===== src/rtl/hazard_ctrl.sv =====
`default_nettype none
// ============================================================================
// Module      : hazard_ctrl
// Description : Pipeline hazard unit: operand forwarding, load-use stall,
//               branch flush and multi-cycle mul/div hold with timeout abort.
//               Optional macro HAZARD_PERF_EN adds stall/flush cycle counters.
// Revision    : 1.0 - initial release
// ============================================================================
module hazard_ctrl #(
    parameter int MD_TIMEOUT = 64
) (
    input  logic        clk,
    input  logic        rst,
    input  logic [4:0]  Rs1D,
    input  logic [4:0]  Rs2D,
    input  logic [4:0]  Rs1E,
    input  logic [4:0]  Rs2E,
    input  logic [4:0]  RdE,
    input  logic [4:0]  RdM,
    input  logic [4:0]  RdW,
    input  logic        RegWriteM,
    input  logic        RegWriteW,
    input  logic [1:0]  ResultSrcE,
    input  logic        PCSrcE,
    input  logic        mdStartE,
    input  logic        mdDone,
    output logic        StallF,
    output logic        StallD,
    output logic        StallE,
    output logic        FlushD,
    output logic        FlushE,
    output logic        FlushM,
    output logic [1:0]  ForwardAE,
    output logic [1:0]  ForwardBE,
    output logic        mdBusy,
    output logic        mdErr
`ifdef HAZARD_PERF_EN
    ,
    output logic [31:0] stallCnt,
    output logic [31:0] flushCnt
`endif
);

    typedef enum logic [0:0] {
        RUN     = 1'b0,
        MD_WAIT = 1'b1
    } state_t;

    localparam logic [7:0] c_WAIT_LAST = 8'(MD_TIMEOUT - 1);

    state_t     r_state;
    logic [7:0] r_wait_cnt;
    logic       r_md_err;

    logic       w_lw_stall;
    logic       w_md_enter;
    logic       w_timeout;
    logic       w_md_hold;

    assign w_lw_stall = (ResultSrcE == 2'b01) && (RdE != 5'd0) &&
                        ((RdE == Rs1D) || (RdE == Rs2D));

    // A branch in the same cycle wins over starting a multi-cycle op.
    assign w_md_enter = (r_state == RUN) && mdStartE && !mdDone && !PCSrcE;
    assign w_timeout  = (r_state == MD_WAIT) && !mdDone && (r_wait_cnt == c_WAIT_LAST);
    assign w_md_hold  = w_md_enter ||
                        ((r_state == MD_WAIT) && !mdDone && !w_timeout);

    always_comb begin
        ForwardAE = 2'b00;
        ForwardBE = 2'b00;
        if (!rst) begin
            if (RegWriteM && (RdM != 5'd0) && (RdM == Rs1E))
                ForwardAE = 2'b10;
            else if (RegWriteW && (RdW != 5'd0) && (RdW == Rs1E))
                ForwardAE = 2'b01;
            if (RegWriteM && (RdM != 5'd0) && (RdM == Rs2E))
                ForwardBE = 2'b10;
            else if (RegWriteW && (RdW != 5'd0) && (RdW == Rs2E))
                ForwardBE = 2'b01;
        end
    end

    always_comb begin
        StallF = 1'b0;
        StallD = 1'b0;
        StallE = 1'b0;
        FlushD = 1'b0;
        FlushE = 1'b0;
        FlushM = 1'b0;
        if (rst) begin
            FlushD = 1'b1;
            FlushE = 1'b1;
            FlushM = 1'b1;
        end else if (w_md_hold) begin
            StallF = 1'b1;
            StallD = 1'b1;
            StallE = 1'b1;
            FlushM = 1'b1;
        end else begin
            StallF = w_lw_stall;
            StallD = w_lw_stall;
            FlushD = PCSrcE;
            FlushE = w_lw_stall || PCSrcE || w_timeout;
        end
    end

    assign mdBusy = !rst && (r_state == MD_WAIT);
    assign mdErr  = r_md_err;

    always_ff @(posedge clk) begin
        if (rst) begin
            r_state    <= RUN;
            r_wait_cnt <= 8'd0;
            r_md_err   <= 1'b0;
        end else begin
            case (r_state)
                RUN: begin
                    if (w_md_enter) begin
                        r_state    <= MD_WAIT;
                        r_wait_cnt <= 8'd0;
                    end
                end
                MD_WAIT: begin
                    if (mdDone) begin
                        r_state <= RUN;
                    end else if (w_timeout) begin
                        r_state  <= RUN;
                        r_md_err <= 1'b1;
                    end else begin
                        r_wait_cnt <= r_wait_cnt + 8'd1;
                    end
                end
                default: r_state <= RUN;
            endcase
        end
    end

`ifdef HAZARD_PERF_EN
    logic [31:0] r_stall_cnt;
    logic [31:0] r_flush_cnt;

    always_ff @(posedge clk) begin
        if (rst) begin
            r_stall_cnt <= 32'd0;
            r_flush_cnt <= 32'd0;
        end else begin
            if (StallF && (r_stall_cnt != 32'hFFFF_FFFF))
                r_stall_cnt <= r_stall_cnt + 32'd1;
            if (FlushE && (r_flush_cnt != 32'hFFFF_FFFF))
                r_flush_cnt <= r_flush_cnt + 32'd1;
        end
    end

    assign stallCnt = r_stall_cnt;
    assign flushCnt = r_flush_cnt;
`endif

endmodule
`default_nettype wire

===== config.mk =====
export PLATFORM = sky130hd
export DESIGN_NAME = hazard_ctrl
export DESIGN_NICKNAME = d
export VERILOG_FILES = /design/src/rtl/hazard_ctrl.sv
export SDC_FILE = /design/constraint.sdc
export NUM_CORES = 1
export LEC_CHECK = 0
export ABC_AREA = 0
export BUFFER_PORTS_ARGS = -buffer_cell sky130_fd_sc_hd__buf_2
export CORE_ASPECT_RATIO = 0.6
export CORE_MARGIN = 5
export CORE_UTILIZATION = 43
export DETAILED_ROUTE_END_ITERATION = 12
export HOLD_SLACK_MARGIN = 0.1
export PLACE_DENSITY_LB_ADDON = 0.08
export SETUP_SLACK_MARGIN = 0.05
export SYNTH_ARGS = -nofsm -noshare
export SYNTH_HDL_FRONTEND = slang
export SYNTH_SLANG_ARGS = --single-unit

===== constraint.sdc =====
create_clock -name clk -period 2.4 [get_ports clk]
set_input_delay 0.48 -clock clk [delete_from_list [all_inputs] [get_ports clk]]
set_output_delay 0.48 -clock clk [all_outputs]
set_load 0.03 [all_outputs]

# After elaboration in Yosys (flattened, before gate mapping)
# Index checks and enable logic that the tools add are counted.
[totals]
word_cells = 68
in_bits = 44
ff_bits = 10
output_inout_bits = 12
[classes]
reduce_logical = 28
n_eq_ne = 11
n_bitwise = 2
n_mux = 23
add_sub_neg = 1
[op_table]
columns = ["operator", "count"]
rows = [
  ["$eq 5x5->1", 6],
  ["$mux 8", 3],
  ["$pmux 8 s2", 1],
  ["$logic_and 1x1->1", 15],
  ["$reduce_bool 5->1", 3],
  ["$mux 1", 14],
  ["$add 8x1->8 const B", 1],
  ["$eq 8x6->1 const B", 1],
  ["$mux 2", 4],
  ["$ne 2x2->1 const B", 3],
  ["$reduce_and 3->1", 2],
  ["$logic_not 1->1", 4],
  ["$logic_or 1x1->1", 4],
  ["$eq 2x1->1 const B", 1],
  ["$not 1->1", 2],
  ["$pmux 1 s2", 1],
]

# Depth between registers and ports, before layout
# Gate-level depths: netlist (run 1).
[logic_depth]
word_depth = 8
mapped_depth = 6
depth_no_buf = 5

# Worst setup path after synthesis (run 1)
# OpenSTA, ideal clock, no wires.
[synth_timing]
path_kind = "input to output"
startpoint = "in PCSrcE"
endpoint = "out StallF"
slack_ns = -0.489
path_stages = 5
path_buffers = 2
required_time_ns = 1.920
arrival_ns = 2.409
cell_sequence = "or4b_1 clkbuf_1 a21oi_1 o21bai_1 buf_4"
[synth_between]
elab_chain_len = 5
[synth_rtl]
columns = ["item", "line", "source"]
rows = [
  ["from (decl)", "24", "input logic PCSrcE,"],
  ["$logic_not 1->1", "64", "assign w_md_enter = (r_state == RUN) && mdStartE && !mdDone && !PCSrcE;"],
  ["$logic_and 1x1->1", "64", ""],
  ["$logic_or 1x1->1", "66", "assign w_md_hold = w_md_enter ||"],
  ["$mux 1 (2 in series)", "--", ""],
  ["to (decl)", "27", "output logic StallF,"],
]
# No other way between the ends.

# Worst setup path after layout (run 1)
[layout_timing]
startpoint = "in RdW[3]"
endpoint = "out ForwardBE[0]"
[layout_between]
elab_chain_len = 6
word_cells_on_any_way = 7
cone_classes = "eq/ne (1); mux (3); reduce/logical (3)"
[layout_rtl]
columns = ["item", "line", "source"]
rows = [
  ["from (decl)", "20", "input logic [4:0] RdW,"],
  ["$reduce_bool 5->1", "79", "else if (RegWriteW && (RdW != 5'd0) && (RdW == Rs2E))"],
  ["$logic_and 1x1->1", "79", ""],
  ["$logic_and 1x1->1 *", "79", ""],
  ["$mux 1 *", "79", ""],
  ["$mux 2 *", "77", "if (RegWriteM && (RdM != 5'd0) && (RdM == Rs2E))"],
  ["$mux 2 *", "72", "if (!rst) begin"],
  ["to (decl)", "34", "output logic [1:0] ForwardBE,"],
]
# Every way passes the cells marked *; elsewhere a longest branch is shown, timed or not.

==> impl_metrics.toml, run 1 <==
[yosys]
netlist_area_sq_um = 977
synthMuxAreaShare = 0
synth_cell_types = 34
yosys_most_used_dff = "dfxtp_1"
synth_xor_area_frac = 0.269
synth_compound_area_frac = 0.198
ys_top_cells_by_area = "dfxtp_1 20%, xor2_1 18%, xnor2_1 9.0%"
synth_fa_ha_area_frac = 0.0128
synth_area_per_cell_sq_um = 7.88
synth_fp_nets = 169
synth_top_family_by_area = "simple AND/OR/NAND/NOR gates"
synth-simple-area-share = 0.291
yosys_register_bits = 10
synth_commonest_cells = "20 x xor2_1, 10 x dfxtp_1, 10 x nand3_1, 10 x xnor2_1"
ys_warn_count = 0
ys_async_sr_fraction = 0
yosysMostFrequentCell = "xor2_1"
synth_top_area_cell = "dfxtp_1"
syn_inst = 124
synth.top_cell.area_share = 0.205
yosysSeqAreaShare = 0.205
synth-edff-count = 0

[global_route]
met1_usage = 0.256
antenna_found_initial = 0
first_global_vias = 1161
grt_pass1_wl_um = 5310
grt_start_max_net_pins = 15
overflow = 0
busiest_layer = "met2"
grt_usage = 0.205
use_met2 = 0.369
met3_usage = 0.0641

[die]
fp.coreArea_sq_mm = 0.00216
die_h_um = 46.9
die_w_um = 71.5
placementRows = 13
io_pins = 56
fp.dieArea_sq_mm = 0.00336
start_util = 0.452

[clock_tree]
clock_latency_ns = 0.24
max-clock-path-buffers = 2
cts_tree = "done"
clock_sinks = 10
cts.htree.levels = 1
hold_buffers = 0
cts_made_buffers = 3
clkTransAtPathRegs_ns = 0.05
cts_root_buffer = "clkbuf_8"

[final_layout]
fin_util = 0.698
regArea_sq_um = 203
stdcell_area_sq_mm = 0.00151
n_antenna_cell = 0
n_fill_cell = 173
areaGrowthSynthToFinish_pct = 54.4
multi_input_area_sq_um = 851
drive_above_1_share = 0.468
final_nets = 234

[worst_setup_path]
start_kind = "primary input"
arrival_ns = 1.83
crit_slowest_cell = "or4_4"
crit_end = "ForwardBE[0]"
path_buf_inv = 2
reg2reg_to = "r_wait_cnt[3]"
end_kind = "primary output"
crit_fanout = 3
rr_worst_depth = 7
slowest_delay_ns = 0.56
timing.rr.start = "r_wait_cnt[0]"
cpLargestDelayFamily = "simple AND/OR/NAND/NOR gates"
cp_num_cells = 5
crit_type = "primary input to primary output"
path_cells = "buf_2, xor2_1, or4_4, nor4_4, buf_4"
crit_path_start = "RdW[3]"
ff2ff_setup_slack_ns = 0.76
cp.required_ns = 1.92

[place]
gp_congestion = 0.875
port_buffers = 55
dp_hpwl_um = 2590
placed_area_sq_mm = 0.00138

[routing]
antenna_left = 0
drt-total-wl_um = 3270
routedWlPerCell_um = 15.0
drt_iter0_markers = 87
drt-pass1-iter-count = 4
via_per_inst = 5.58
num_vias = 1216
drc = 0

[timing]
drv_slew = 0
setup_viol_count_final = 0
fmax_mhz = 434
skew_ns = 0.00439
finalHoldViolCount = 0
fin_crit_sh = 0.960
max_slew_margin = 0.734
rsz0062_at_grt = "no"
timing_worst_slew_pin_value_ns = 0.399
fin_crit_ns = 2.31

[hold_path]
hold_depth = 2
hold_path_class = "flop to flop"

[pwr]
ir_drop_v = 0.000222
p_leak_nw = 0.609
power_density_mw_per_mm2 = 374

[flow_run]
cap_violations = 0

[run_status]
status = "finished, final reports clean"
per-stage QoR:
step	std cells	hold WS (ns)	TNS, ns	power (W)	setup slack [ns]
finish	218	0.474	0	0.000565	0.0950
global route	218	0.510	0	0.000598	0.0519
CTS	218	0.483	0	0.000559	0.0519
detailed placement	214	0.471	-0.0197	0.000341	-0.0197
global placement	214	0.448	0	0.000337	0.0325
floorplan	124	0.443	0	0.000262	0.0103
worst register-to-register path, stage by stage, from the launching register on:
cell and delay [ns]:
dfxtp_2 0.37, ha_2 0.22, nand3_2 0.15, o21bai_4 0.18
buf_6 0.16, nand2_4 0.05, buf_4 0.16, a311oi_1 0.26
area by class of cell:
cell class,count,area share
Sequential cell,10,0.134
Tap cell,30,0.0249
Multi-Input combinational cell,109,0.564
Timing Repair Buffer,64,0.238
Inverter,1,0.00249
Clock buffer,4,0.0365
registers in the layout, indices dropped and copies added, names as in the netlist:
name	cells
r_state	1
r_wait_cnt	8
mdErr	1
per-layer routing:
| metal | routed length, um | part of all wire |
|---|---|---|
| met4 | 10 | 0.0031 |
| met5 | 0 | 0 |
| met1 | 1410 | 0.43 |
| met3 | 275 | 0.084 |
| met2 | 1580 | 0.48 |
placed cells by master, fill, tap and decap left out, drive strengths merged, types with 5 or more instances in the layout:
cell	netlist	final
buf	2	64
xor2	20	20
xnor2	10	10
nand2	10	10
nand3	10	10
dfxtp	10	10
nor2	9	9
a21oi	8	8
nor3	7	7
a311oi	5	5
cell families (layout without fill, tap and decap cells):
logic type | count (synthesis) | after routing
xor+xnor | 30 | 30
compound gates | 27 | 27
fa+ha+maj | 1 | 1
buf+inv | 5 | 69
flops | 10 | 10
simple gates | 51 | 51
how the worst min path moves through the flow:
stage	slack, ns	endpoint	startpoint
global route	0.51	mdErr	mdErr
global placement	0.45	mdErr	mdErr
finish	0.47	mdErr	mdErr
CTS	0.48	mdErr	mdErr
floorplan	0.44	r_wait_cnt[7]	r_wait_cnt[7]
detailed placement	0.47	mdErr	mdErr
what timing repair did:
| action | 4_1_cts | 5_1_grt |
|---|---|---|
| endpoints found under the setup margin | 3 | 4 |
| pin swaps | 4 | 3 |
| setup buffers | 0 | 0 |
| gates resized for setup | 9 | 11 |
report_power, final:
| part | switching (W) | internal [W] | leakage, nW |
|---|---|---|---|
| registers | 0.00000134 | 0.000167 | 0.0816 |
| logic | 0.0000991 | 0.0000837 | 0.499 |
| clock network | 0.0000690 | 0.000144 | 0.0288 |
No activity file was read; power rests on OpenSTA's default activity.
==> inputs of run 2 (changes only) <==
--- a/config.mk
+++ b/config.mk
@@ -7,9 +7,9 @@
 export LEC_CHECK = 0
 export ABC_AREA = 0
 export BUFFER_PORTS_ARGS = -buffer_cell sky130_fd_sc_hd__buf_2
-export CORE_ASPECT_RATIO = 0.6
 export CORE_MARGIN = 5
-export CORE_UTILIZATION = 43
+export CORE_UTILIZATION = 47
+export CTS_CLUSTER_DIAMETER = 100
 export DETAILED_ROUTE_END_ITERATION = 12
 export HOLD_SLACK_MARGIN = 0.1
 export PLACE_DENSITY_LB_ADDON = 0.08
==> constraint.sdc (replaced) <==
create_clock -name clk -period 2.9 [get_ports clk]
set_input_delay 0.58 -clock clk [delete_from_list [all_inputs] [get_ports clk]]
set_output_delay 0.58 -clock clk [all_outputs]
set_load 0.03 [all_outputs]
==> run 2 against run 1 <==
Net effect: register-to-register slack gained 0.40 ns; wire length shrank 14%; cell count shrank 5.5%; sequential power shrank 17%; sequential share of layout area grew 1.8 points; non-clock buffer count shrank 9; first-iteration DRC count shrank 72%; critical path type is now flop to primary output; largest cell class unchanged; largest power group is now sequential cells.
==> impl_metrics.toml, run 2 (synthesized netlist as in run 1, its figures left out) <==
[place]
port_buffers = 55
dp_hpwl_um = 2300
gp_congestion = 0.837
dpl.cell_count = 202
dp_worst_setup_slack_ns = 0.298
placed_area_sq_mm = 0.00127

[final_layout]
n_antenna_cell = 0
final_cell_mix = "55 x buf_2, 20 x xor2_1, 10 x xnor2_1, 10 x nand3_1, 10 x dfxtp_1"
drive_above_1_share = 0.374
n_fill_cell = 173
multi_input_area_sq_um = 768
final_nets = 225
mostFrequentLayoutCell = "buf_2"
fin_cells = 206
regArea_sq_um = 200
stdcell_area_sq_mm = 0.00132
largest_reg_flops = 8
areaGrowthSynthToFinish_pct = 34.8
top_register = "r_wait_cnt"

[timing]
finalSetupTns_ns = 0
timing_worst_slew_pin_value_ns = 0.356
skew_ns = 0.00447
fmax_mhz = 377
finalHoldViolCount = 0
max_slew_margin = 0.762
rsz0062_at_grt = "no"
fin_crit_sh = 0.916
drv_slew = 0
setup_viol_count_final = 0
setup_slack_ns = 0.245
fin_crit_ns = 2.66

[clock_tree]
clock_sinks = 10
max-clock-path-buffers = 2
cts_tree = "done"
clkTransAtPathRegs_ns = 0.07
cts_made_buffers = 3
cts_root_buffer = "clkbuf_4"
post-cts-setup-buffers = 0
cts.htree.levels = 1
clock_latency_ns = 0.27

[global_route]
grt_usage = 0.185
first_global_vias = 1119
grt_pass1_wl_um = 4780
antenna_found_initial = 0
overflow = 0
grt_start_max_net_pins = 16

[routing]
num_vias = 1124
antenna_left = 0
drc = 0
via_per_inst = 5.46
drt-total-wl_um = 2800
drt-pass1-iter-count = 4
routedWlPerCell_um = 13.6
drt_iter0_markers = 24

[die]
die_w_um = 55.6
start_util = 0.498
fp.coreArea_sq_mm = 0.00196
io_pins = 56
fp.dieArea_sq_mm = 0.00309
placementRows = 16
die_h_um = 55.6

[worst_setup_path]
crit_fanout = 8
arrival_ns = 2.08
end_kind = "primary output"
crit_slowest_cell = "dfxtp_1"
crit_type = "flop to primary output"
start_kind = "flop"
path_cells = "ha_1, nand3_1, o21bai_4, nand2_4, o221ai_1, buf_2"
cp.required_ns = 2.32
cpLargestDelayFamily = "compound AO/OA/AOI/OAI gates"
slowest_delay_ns = 0.42
path_buf_inv = 1

[pwr]
power_density_mw_per_mm2 = 299
p_leak_nw = 0.545
comb_power_share = 0.320
p_seq_frac = 0.356
ir_drop_v = 0.000299
pwr-share-clk = 0.325
intPower_w = 0.000271
p_sw_w = 0.000123
swShare = 0.312
fin_total_pwr_w = 0.000394

[flow_run]
cap_violations = 0

[hold_path]
hold_path_class = "flop to flop"

[run_status]
status = "finished, final reports clean"
[run 2: cell count changes in the layout (fill, tap and decap cells not counted), sizes merged]
cell,delta
buf,-9
[run 2: stage by stage]
| step | hold WS (ns) | utilization |
|---|---|---|
| 6_report | 0.502 | 0.672 |
| 5_1_grt | 0.534 | 0.672 |
| 4_1_cts | 0.481 | 0.668 |
| 2_1_floorplan | 0.443 | - |
| 3_3_place_gp | 0.455 | 0.649 |
| 3_5_place_dp | 0.463 | 0.649 |
[run 2: area by class of cell]
cell class | count | area share
Sequential cell | 10 | 0.152
Tap cell | 27 | 0.0256
Timing Repair Buffer | 55 | 0.209
Multi-Input combinational cell | 109 | 0.583
Inverter | 1 | 0.00285
Clock buffer | 4 | 0.0275
[run 2: power by group through the flow]
| stage | registers (W) | logic (W) | clock network, W |
|---|---|---|---|
| after floorplan | 0.000142 | 0.0000702 | 0 |
| after global placement | 0.000143 | 0.000123 | 0 |
| after detailed placement | 0.000143 | 0.000126 | 0 |
| after CTS | 0.000140 | 0.000126 | 0.000130 |
| after global routing | 0.000140 | 0.000140 | 0.000139 |
| final | 0.000140 | 0.000126 | 0.000128 |
[run 2: repair_timing]
action | in CTS | in global routing
endpoints found under the setup margin | 0 | 1
resized for setup | 0 | 1
hold buffers | 0 | 0
[run 2: path summary, 6_finish.rpt]
path	startpoint	to	slack, ns	cells after the start
worst max-delay path	r_wait_cnt[0]	FlushE	0.24	6
worst min-delay path	mdErr	mdErr	0.50	2
worst max register to register	r_wait_cnt[0]	r_wait_cnt[6]	1.16	5
worst min register to register	mdErr	mdErr	0.50	2
[run 2: layer usage]
layer  track usage  vias to the layer above  wire length (um)
met4        0.0313                        0                 6
met5             0                        -                 0
met3        0.0650                        2               303
li1              -                      566                 -
met1         0.219                      494              1100
met2         0.323                       62              1390
[run 2: worst reg2reg max path, delay by kind of cell, from the launching register on]
family          cells  cell delay [ns]
flops               1             0.42
simple gates        2             0.41
fa+ha+maj           1             0.23
compound gates      2             0.61
